[src/rtl/auv_csr_pkg.sv]
// Shared types for the Zicsr sequencer: op decode, FSM states, CSR address-space helpers.
package auv_csr_pkg;

  typedef enum logic [1:0] {
    ILL = 2'b00,
    RW  = 2'b01,
    RS  = 2'b10,
    RC  = 2'b11
  } csr_op_e;

  typedef enum logic [2:0] {
    IDLE = 3'd0,
    RD   = 3'd1,
    WR   = 3'd2,
    DONE = 3'd3,
    ERR  = 3'd4
  } csr_state_e;

  // The two address MSBs set to 2'b11 mark the read-only CSR space.
  function automatic logic csr_is_ro(input logic [1:0] adr_msb);
    return adr_msb == 2'b11;
  endfunction

endpackage

[src/rtl/auv_csr_wdog.sv]
// Bus wait watchdog: counts waiting cycles of one request, flags the TIMEOUT-th one.
// expired is combinational so the FSM can trap on the same edge the limit is reached.
module auv_csr_wdog #(
  parameter int TIMEOUT = 15
) (
  input  logic clk,
  input  logic rst,
  input  logic clr,
  input  logic inc,
  output logic expired
);

  localparam int W = $clog2(TIMEOUT + 1);
  localparam logic [W-1:0] LAST = W'(TIMEOUT - 1);

  logic [W-1:0] cnt_q;

  always_ff @(posedge clk or posedge rst) begin
    if (rst) begin
      cnt_q <= '0;
    end else if (clr) begin
      cnt_q <= '0;
    end else if (inc && (cnt_q != LAST)) begin
      cnt_q <= cnt_q + W'(1);
    end
  end

  assign expired = inc && (cnt_q == LAST);

endmodule

[src/rtl/auv_csr_ctrl.sv]
// Zicsr sequencer between execute and the CSR bus: decode, optional read, optional write, write-back or trap.
// Stalls the pipeline from the accepting cycle until DONE/ERR; requests are held until ack, err or timeout.
module auv_csr_ctrl
  import auv_csr_pkg::*;
#(
  parameter int XLEN    = 32,
  parameter int ADR_W   = 12,
  parameter int TIMEOUT = 15,
  parameter int RD_W    = 5
) (
  input  logic             clk,
  input  logic             rst,
  input  logic             en,
  input  logic [2:0]       funct3,
  input  logic [ADR_W-1:0] csr_adr,
  input  logic [XLEN-1:0]  rs1,
  input  logic [RD_W-1:0]  rs1_idx,
  input  logic [RD_W-1:0]  rd_idx,
  output logic             stall,
  output logic             reg_wr,
  output logic [XLEN-1:0]  reg_dat_wr,
  output logic             exc_illegal_inst,
  output logic [ADR_W-1:0] cbus_adr,
  output logic [XLEN-1:0]  cbus_dat_wr,
  input  logic [XLEN-1:0]  cbus_dat_rd,
  output logic             cbus_rd,
  output logic             cbus_wr,
  input  logic             cbus_ack,
  input  logic             cbus_err
);

  csr_state_e       state_q, state_d;
  csr_op_e          op_in, op_q;
  logic             do_rd_in, do_wr_in, ill_in;
  logic             do_rd_q, do_wr_q;
  logic [ADR_W-1:0] adr_q;
  logic [XLEN-1:0]  src_q, old_q, wdat;
  logic [RD_W-1:0]  rd_q;
  logic             wd_clr, wd_inc, wd_expired;

  // Suppression rules: CSRRW with rd=x0 skips the read, CSRRS/C with rs1=x0/uimm=0 skip the write.
  always_comb begin
    op_in    = csr_op_e'(funct3[1:0]);
    do_rd_in = 1'b1;
    do_wr_in = 1'b1;
    if (op_in == RW) begin
      do_rd_in = (rd_idx != '0);
    end else begin
      do_wr_in = (rs1_idx != '0);
    end
    ill_in = (op_in == ILL) || (do_wr_in && csr_is_ro(csr_adr[ADR_W-1 -: 2]));
  end

  always_ff @(posedge clk or posedge rst) begin
    if (rst) begin
      op_q    <= ILL;
      adr_q   <= '0;
      src_q   <= '0;
      rd_q    <= '0;
      do_rd_q <= 1'b0;
      do_wr_q <= 1'b0;
      old_q   <= '0;
    end else if ((state_q == IDLE) && en) begin
      op_q    <= op_in;
      adr_q   <= csr_adr;
      src_q   <= funct3[2] ? XLEN'(rs1_idx) : rs1;
      rd_q    <= rd_idx;
      do_rd_q <= do_rd_in;
      do_wr_q <= do_wr_in;
      old_q   <= '0;
    end else if ((state_q == RD) && cbus_ack && !cbus_err) begin
      old_q   <= cbus_dat_rd;
    end
  end

  // old_q is zero when the read was suppressed, so set/clear act on an all-zero base.
  always_comb begin
    wdat = src_q;
    case (op_q)
      RS:      wdat = old_q | src_q;
      RC:      wdat = old_q & ~src_q;
      default: wdat = src_q;
    endcase
  end

  always_ff @(posedge clk or posedge rst) begin
    if (rst) begin
      state_q <= IDLE;
    end else begin
      state_q <= state_d;
    end
  end

  // Error beats a simultaneous ack; a late ack on the final waiting cycle still completes.
  always_comb begin
    state_d = state_q;
    case (state_q)
      IDLE: begin
        if (en) begin
          if (ill_in) begin
            state_d = ERR;
          end else if (do_rd_in) begin
            state_d = RD;
          end else begin
            state_d = WR;
          end
        end
      end
      RD: begin
        if (cbus_err) begin
          state_d = ERR;
        end else if (cbus_ack) begin
          state_d = do_wr_q ? WR : DONE;
        end else if (wd_expired) begin
          state_d = ERR;
        end
      end
      WR: begin
        if (cbus_err) begin
          state_d = ERR;
        end else if (cbus_ack) begin
          state_d = DONE;
        end else if (wd_expired) begin
          state_d = ERR;
        end
      end
      DONE:    state_d = IDLE;
      ERR:     state_d = IDLE;
      default: state_d = IDLE;
    endcase
  end

  always_comb begin
    stall            = 1'b0;
    reg_wr           = 1'b0;
    reg_dat_wr       = '0;
    exc_illegal_inst = 1'b0;
    cbus_rd          = 1'b0;
    cbus_wr          = 1'b0;
    cbus_dat_wr      = '0;
    case (state_q)
      IDLE: stall = en;
      RD: begin
        stall   = 1'b1;
        cbus_rd = 1'b1;
      end
      WR: begin
        stall       = 1'b1;
        cbus_wr     = 1'b1;
        cbus_dat_wr = wdat;
      end
      DONE: begin
        reg_wr     = do_rd_q && (rd_q != '0);
        reg_dat_wr = old_q;
      end
      ERR:     exc_illegal_inst = 1'b1;
      default: stall = 1'b0;
    endcase
  end

  assign cbus_adr = adr_q;

  assign wd_clr = (state_d != state_q);
  assign wd_inc = (state_q == RD) || (state_q == WR);

  auv_csr_wdog #(
    .TIMEOUT (TIMEOUT)
  ) u_wdog (
    .clk     (clk),
    .rst     (rst),
    .clr     (wd_clr),
    .inc     (wd_inc),
    .expired (wd_expired)
  );

endmodule

[config.mk]
export PLATFORM = sky130hd
export DESIGN_NAME = auv_csr_ctrl
export DESIGN_NICKNAME = d
export VERILOG_FILES = /design/src/rtl/auv_csr_pkg.sv /design/src/rtl/auv_csr_wdog.sv /design/src/rtl/auv_csr_ctrl.sv
export SDC_FILE = /design/constraint.sdc
export NUM_CORES = 1
export LEC_CHECK = 0
export BUFFER_PORTS_ARGS = -buffer_cell sky130_fd_sc_hd__buf_4
export CORE_MARGIN = 2
export CORE_UTILIZATION = 45
export CTS_CLUSTER_SIZE = 30
export DETAILED_ROUTE_END_ITERATION = 16
export MAX_ROUTING_LAYER = met4
export PLACE_DENSITY = 0.74
export SYNTH_ARGS = -nofsm -noshare
export SYNTH_HDL_FRONTEND = slang
export SYNTH_HIERARCHICAL = 1
export SYNTH_SLANG_ARGS = --single-unit
[constraint.sdc]
create_clock -name clk -period 5.2 [get_ports clk]
set_clock_uncertainty 0.05 [all_clocks]
set_input_delay 0.26 -clock clk [delete_from_list [all_inputs] [get_ports clk]]
set_output_delay 0.26 -clock clk [all_outputs]
set_load 0.01 [all_outputs]
# After elaboration in Yosys (flattened, before gate mapping)
# Index checks and enable logic that the tools add are counted.
# Widths: inputs -> output; s select.
# totals
regBits	92
input_bits	94
# classes
n_addsub	1
eq_ne	11
mux	25
bitwise_logic	3
n_reduce_logical	18
# op_table
op	count
$mux 32	5
$pmux 32 s2	1
$and 32x32->32	1
$not 32->32	1
$or 32x32->32	1
$mux 3	7
$reduce_bool 5->1	3
$pmux 3 s3	1
$mux 4	2
$logic_and 1x1->1	7
$mux 1	7
$eq 2x2->1 const B	3
$eq 3x2->1 const B	2
$add 4x1->4 const B	1
$eq 4x4->1 const B	1
$ne 4x4->1 const B	1
$reduce_bool 2->1	2
$eq 3x1->1 const B	1
$eq 3x3->1 const B	1
$logic_not 3->1	1
$ne 3x3->1	1
$eq 2x1->1 const B	1
$logic_not 2->1	1
$logic_or 1x1->1	2
other kinds (4)	4

# Depth between registers and ports, before layout
# logic_depth
ltp_word	9
ltp_mapped	13
depth_no_buf	12

# By module
# The synthesis kept the hierarchy.
# modules_own_cells
module	instances	cells_per_inst	area_per_inst_um2	seq_area_each_um2
auv_csr_ctrl	1	585	4535.6	2202.1
auv_csr_wdog	1	25	241.5	100.1

# Worst setup path after synthesis
# OpenSTA, ideal clock, no wires.
# synth_timing
path_kind	register to register
start	reg state_q[1]
end	reg u_wdog.cnt_q[0]
setup_time_ns	0.083
arrival_ns	2.822
t_required_ns	5.067
path_slack_ns	2.246
stages_incl_launch_ff	13
path_cell_list	dfrtp_1 > buf_6 > xnor2_1 > or2_2 > inv_1 > and4_2 > nand2b_1 > a2111oi_0 > a31o_4 > xnor2_1 > or4b_1 > nand2b_1 > o21ai_0
# synth_between
elab_chain_len	9
# synth_rtl
item	line_no	text
start, declared	auv_csr_ctrl.sv:32	csr_state_e state_q, state_d;
start signal, assigned	auv_csr_ctrl.sv:90	state_q <= state_d;
$eq 3x1->1 / $eq 3x2->1 (equally long branches)	auv_csr_ctrl.sv:164	assign wd_inc = (state_q == RD) || (state_q == WR);
$logic_or 1x1->1 (*)	auv_csr_ctrl.sv:164	
via wd_inc	auv_csr_ctrl.sv:39	logic wd_clr, wd_inc, wd_expired;
$logic_and 1x1->1 (*)	auv_csr_wdog.sv:28	assign expired = inc && (cnt_q == LAST);
via wd_expired	auv_csr_ctrl.sv:39	
$mux 3 (*)	auv_csr_ctrl.sv:114, auv_csr_ctrl.sv:123	
$mux 3, on equally long branches	auv_csr_ctrl.sv:121, auv_csr_ctrl.sv:112	
$mux 3, on equally long branches	auv_csr_ctrl.sv:119, auv_csr_ctrl.sv:110	
$pmux 3 s3 (*)	auv_csr_ctrl.sv:97	case (state_q)
via state_d[1]	auv_csr_ctrl.sv:32	
$ne 3x3->1 (*)	auv_csr_ctrl.sv:163	assign wd_clr = (state_d != state_q);
via wd_clr	auv_csr_ctrl.sv:39	
$mux 4 / $reduce_bool 2->1 (equally long branches)	-	
end signal, assigned	auv_csr_wdog.sv:24	cnt_q <= cnt_q + W'(1);
end, declared	auv_csr_wdog.sv:16	logic [W-1:0] cnt_q;
# The timed path passes the listed nets; every way through them passes the cells marked *.
# A chain may end at the register's enable or synchronous reset.

# Worst setup path after layout
# layout_timing
start	reg op_q[1]
end	out cbus_dat_wr[16]
# layout_between
elab_chain_len	3
# layout_rtl
item	line_no	text
start, declared	auv_csr_ctrl.sv:33	csr_op_e op_in, op_q;
start signal, assigned	auv_csr_ctrl.sv:64	op_q <= op_in;
$eq 2x2->1	auv_csr_ctrl.sv:79	case (op_q)
$pmux 32 s2 (*)	auv_csr_ctrl.sv:79	
$mux 32 (*)	auv_csr_ctrl.sv:141	case (state_q)
end, declared	auv_csr_ctrl.sv:24	output logic [XLEN-1:0] cbus_dat_wr,
# Every way passes the cells marked *; elsewhere a longest branch is shown, timed or not.

==> key figures <==
Run status
  – Status: finished clean

Timing
  – TNS Setup: 0 ns
  – Max Clk Rate: 0.291 GHz
  – Hold Vio Cnt, Final: 0
  – Crit share post-route: 0.661
  – Max Slew Vio Count: 0
  – Unrepaired setup endpoints after global routing: false
  – Slew at the pin with the worst max-slew slack: 1.18 ns
  – Setup WS post-layout: 1.76 ns
  – Max-slew headroom: 0.215
  – Min cycle time layout: 3.44 ns
  – Setup violations, final: 0

Layout
  – Fill cells: 937
  – Multi-input combinational cell area: 2310 µm²
  – Number of diodes: 0
  – NumNets Final: 858
  – Final core occ: 0.617
  – Area occupied by registers: 2300 µm²
  – Finished Layout Cells: 902
  – Synth-to-layout area growth: 33.4%
  – Layout cells sized above 1: 0.274

Place
  – IO Port Bufs: 174
  – Detailed Place HPWL: 8.88 mm
  – DP Worst Slack: 1.87 ns
  – Final GP Congestion: 0.936
  – Placed cell count: 886

Route
  – DR vias/cell: 5.01
  – Vias: 4,523
  – 1st-iter DRT viols: 195
  – Drt first pass iters: 5
  – DR WL/cell: 14.1 µm
  – ANT nets after route: 0
  – Residual DRC count: 0
  – Wirelength, routed: 12.8 mm

Floorplan
  – Full die area: 11,500 µm²
  – Row count: 37
  – Initial core utilization: 0.463
  – Die Span Y: 107 µm
  – Die width: 107 µm
  – IO Count: 175
  – Core ar.: 10,300 µm²

Global routing
  – Number of global-route vias before repair: 4,373
  – Gr ovfl total: 0
  – Initial antenna violation count: 0
  – Largest net degree at the start of global routing: 121
  – GRT Total Usage: 0.235
  – First-pass GRT wire length: 21.0 mm

Setup path
  – CP Capture Type: primary output
  – Setup CP Type: reg -> out
  – Reg2Reg Setup Slack: 1.81 ns
  – Worst R2R Start: state_q[1]
  – Worst Path Max Fanout: 34
  – RR Endpoint: u_wdog/cnt_q[0]
  – Arrival @ worst endpoint: 3.13 ns
  – CP Data Required Time: 4.89 ns
  – Worst Setup SP: op_q[1]
  – Startpoint types: flip-flop
  – Reg2Reg Depth: 11
  – CP endpoint: cbus_dat_wr[16]

CTS
  – Clk_lat worst skew: 0.34 ns
  – Root Driver: clkbuf_8
  – CTS tree: built
  – CTS sink cnt: 92
  – H-Tree Depth: 3
  – CTS buffer count: 9
  – Clk buf depth: 2
  – Clock slew at reported path FFs: 0.09 ns

Logic synthesis
  – Yosys reg bits: 92
  – Xor and xnor fraction of the mapped netlist area: 0.00367
  – Seq/Total Area, Yosys: 0.482
  – Post-Syn Area per Cell: 7.83 µm²
  – Compound-Gate Fraction of Synth Area: 0.134
  – Share of the synthesized area in the top cell type: 0.482
  – Synth top area cells: dfrtp_1, nand2_1, o21ai_1
  – Synthesized area: 4780 µm²
  – Mux cell area share after synthesis: 0.0105
  – Post-synthesis instance total: 610
  – Synth Flop Type: dfrtp_1
  – Post-Synth Adder-Cell Area: 0.00524
  – Post-synth top cells: nand2_1, dfrtp_1, nor2_1
  – Post-synth EDFFs: 0
  – Post-Synth Simple-Gate Area: 0.326
  – Yosys top cell by area: dfrtp_1
  – Largest family of logic cells by synthesized area: simple AND/OR/NAND/NOR gates
  – Syn nets: 706
  – Syn. warnings: 6
  – Unique masters post-synth: 43
  – Ys async rst share: 1.00
  – Count leader, synth: nand2_1

Worst hold path
  – Worst min-delay path class: in -> reg

Flow run
  – Max cap viols: 0

Power
  – Lkg Pwr: 0.00313 µW
  – VDD IR max: 0.198 mV
  – PD cells: 353 nW/µm²
metrics by stage:
step,hold slack (ns),cell area [µm²],power [µW]
after floorplan,-0.0239,4780,1490
after global placement,0.134,6160,1740
after detailed placement,0.135,6160,1760
after CTS,0.0405,6370,2270
after global routing,0.0479,6370,2420
final,0.0561,6370,2250
where the power goes:
group	internal [µW]	leakage, µW	switching [µW]
clock network	269	0.0000956	237
logic	285	0.00183	374
registers	908	0.00121	178
total	1460	0.00313	790
how the worst min path moves through the flow:
stage | startpoint | endpoint | cells after the start
6_report | csr_adr[2] | cbus_adr[2] | 3
5_1_grt | rd_idx[3] | rd_q[3] | 3
4_1_cts | csr_adr[2] | cbus_adr[2] | 3
3_5_place_dp | rst | u_wdog/cnt_q[2] | 2
3_3_place_gp | rst | u_wdog/cnt_q[2] | 2
2_1_floorplan | rst | u_wdog/cnt_q[0] | 1
kinds of logic after synthesis:
| family | after synthesis |
|---|---|
| buffers and inverters | 47 |
| xor gates and xnor gates | 2 |
| AOI/OAI and AO/OA | 115 |
| adders and majority gates | 2 |
| DFF | 92 |
| and+or+nand+nor | 347 |
| muxes | 5 |
critical path, stage by stage, from the launching register on:
cell and delay [ns]:
dfrtp_1 1.13, nand2_1 1.01, a21oi_1 0.41, nor2_1 0.08, buf_4 0.16
metal layers:
| metal | share of wire | global-route usage | wire, µm |
|---|---|---|---|
| met4 | 0.016 | 0.0779 | 210 |
| met5 | 0 | - | 0 |
| met1 | 0.43 | 0.305 | 5530 |
| met3 | 0.057 | 0.0310 | 724 |
| met2 | 0.49 | 0.385 | 6300 |
layout by cell type, fill, tap and decap left out, drive strengths merged:
cell         netlist  final
dfrtp             92     92
and3               1      1
a211oi             2      2
nor2              70     70
xnor2              2      2
o21ai             70     70
and2              33     33
nor2b              1      1
clkinvlp           0      2
or2                1      1
nand2b            30     30
a21oi             36     36
ha                 2      2
nor3               6      6
buf                2    179
and4               1      1
a211o              1      1
nand3              4      4
a31o               1      1
dlygate4sd3        0      1
o311a              1      1
and2b              1      1
or4b               2      2
nand2            189    189
o2bb2ai            1      1
a32o               1      1
or4                1      1
bufinv             0      2
nor3b              2      2
o311ai             1      1
clkbuf            37     11
or3                2      2
nor4               1      1
nand4              1      1
mux2i              5      5
inv                8      8
nor4b              1      1
a2111oi            1      1
final cells by class:
| cell class | count | area share |
|---|---|---|
| clock inverters | 4 | 0.0118 |
| repair buffers | 180 | 0.212 |
| inverters | 8 | 0.00511 |
| clock buffers | 11 | 0.0206 |
| well taps | 136 | 0.0267 |
| flip-flops and latches | 92 | 0.361 |
| multi-input cells | 471 | 0.362 |
sequential cells by signal, summed over array words and instances (netlist names):
name          flops
old_q            32
src_q            32
cbus_adr         12
rd_q              5
u_wdog/cnt_q      4
state_q           3
op_q              2
do_rd_q           1
do_wr_q           1
timing repair:
action / in CTS / in global routing
buffers inserted: 0 / 0
hold endpoints to repair: 38 / 0
hold buffers: 1 / 0
endpoints found under the setup margin: 0 / 0
resized for setup: 0 / 0
Power figures use the tool's default switching activity.
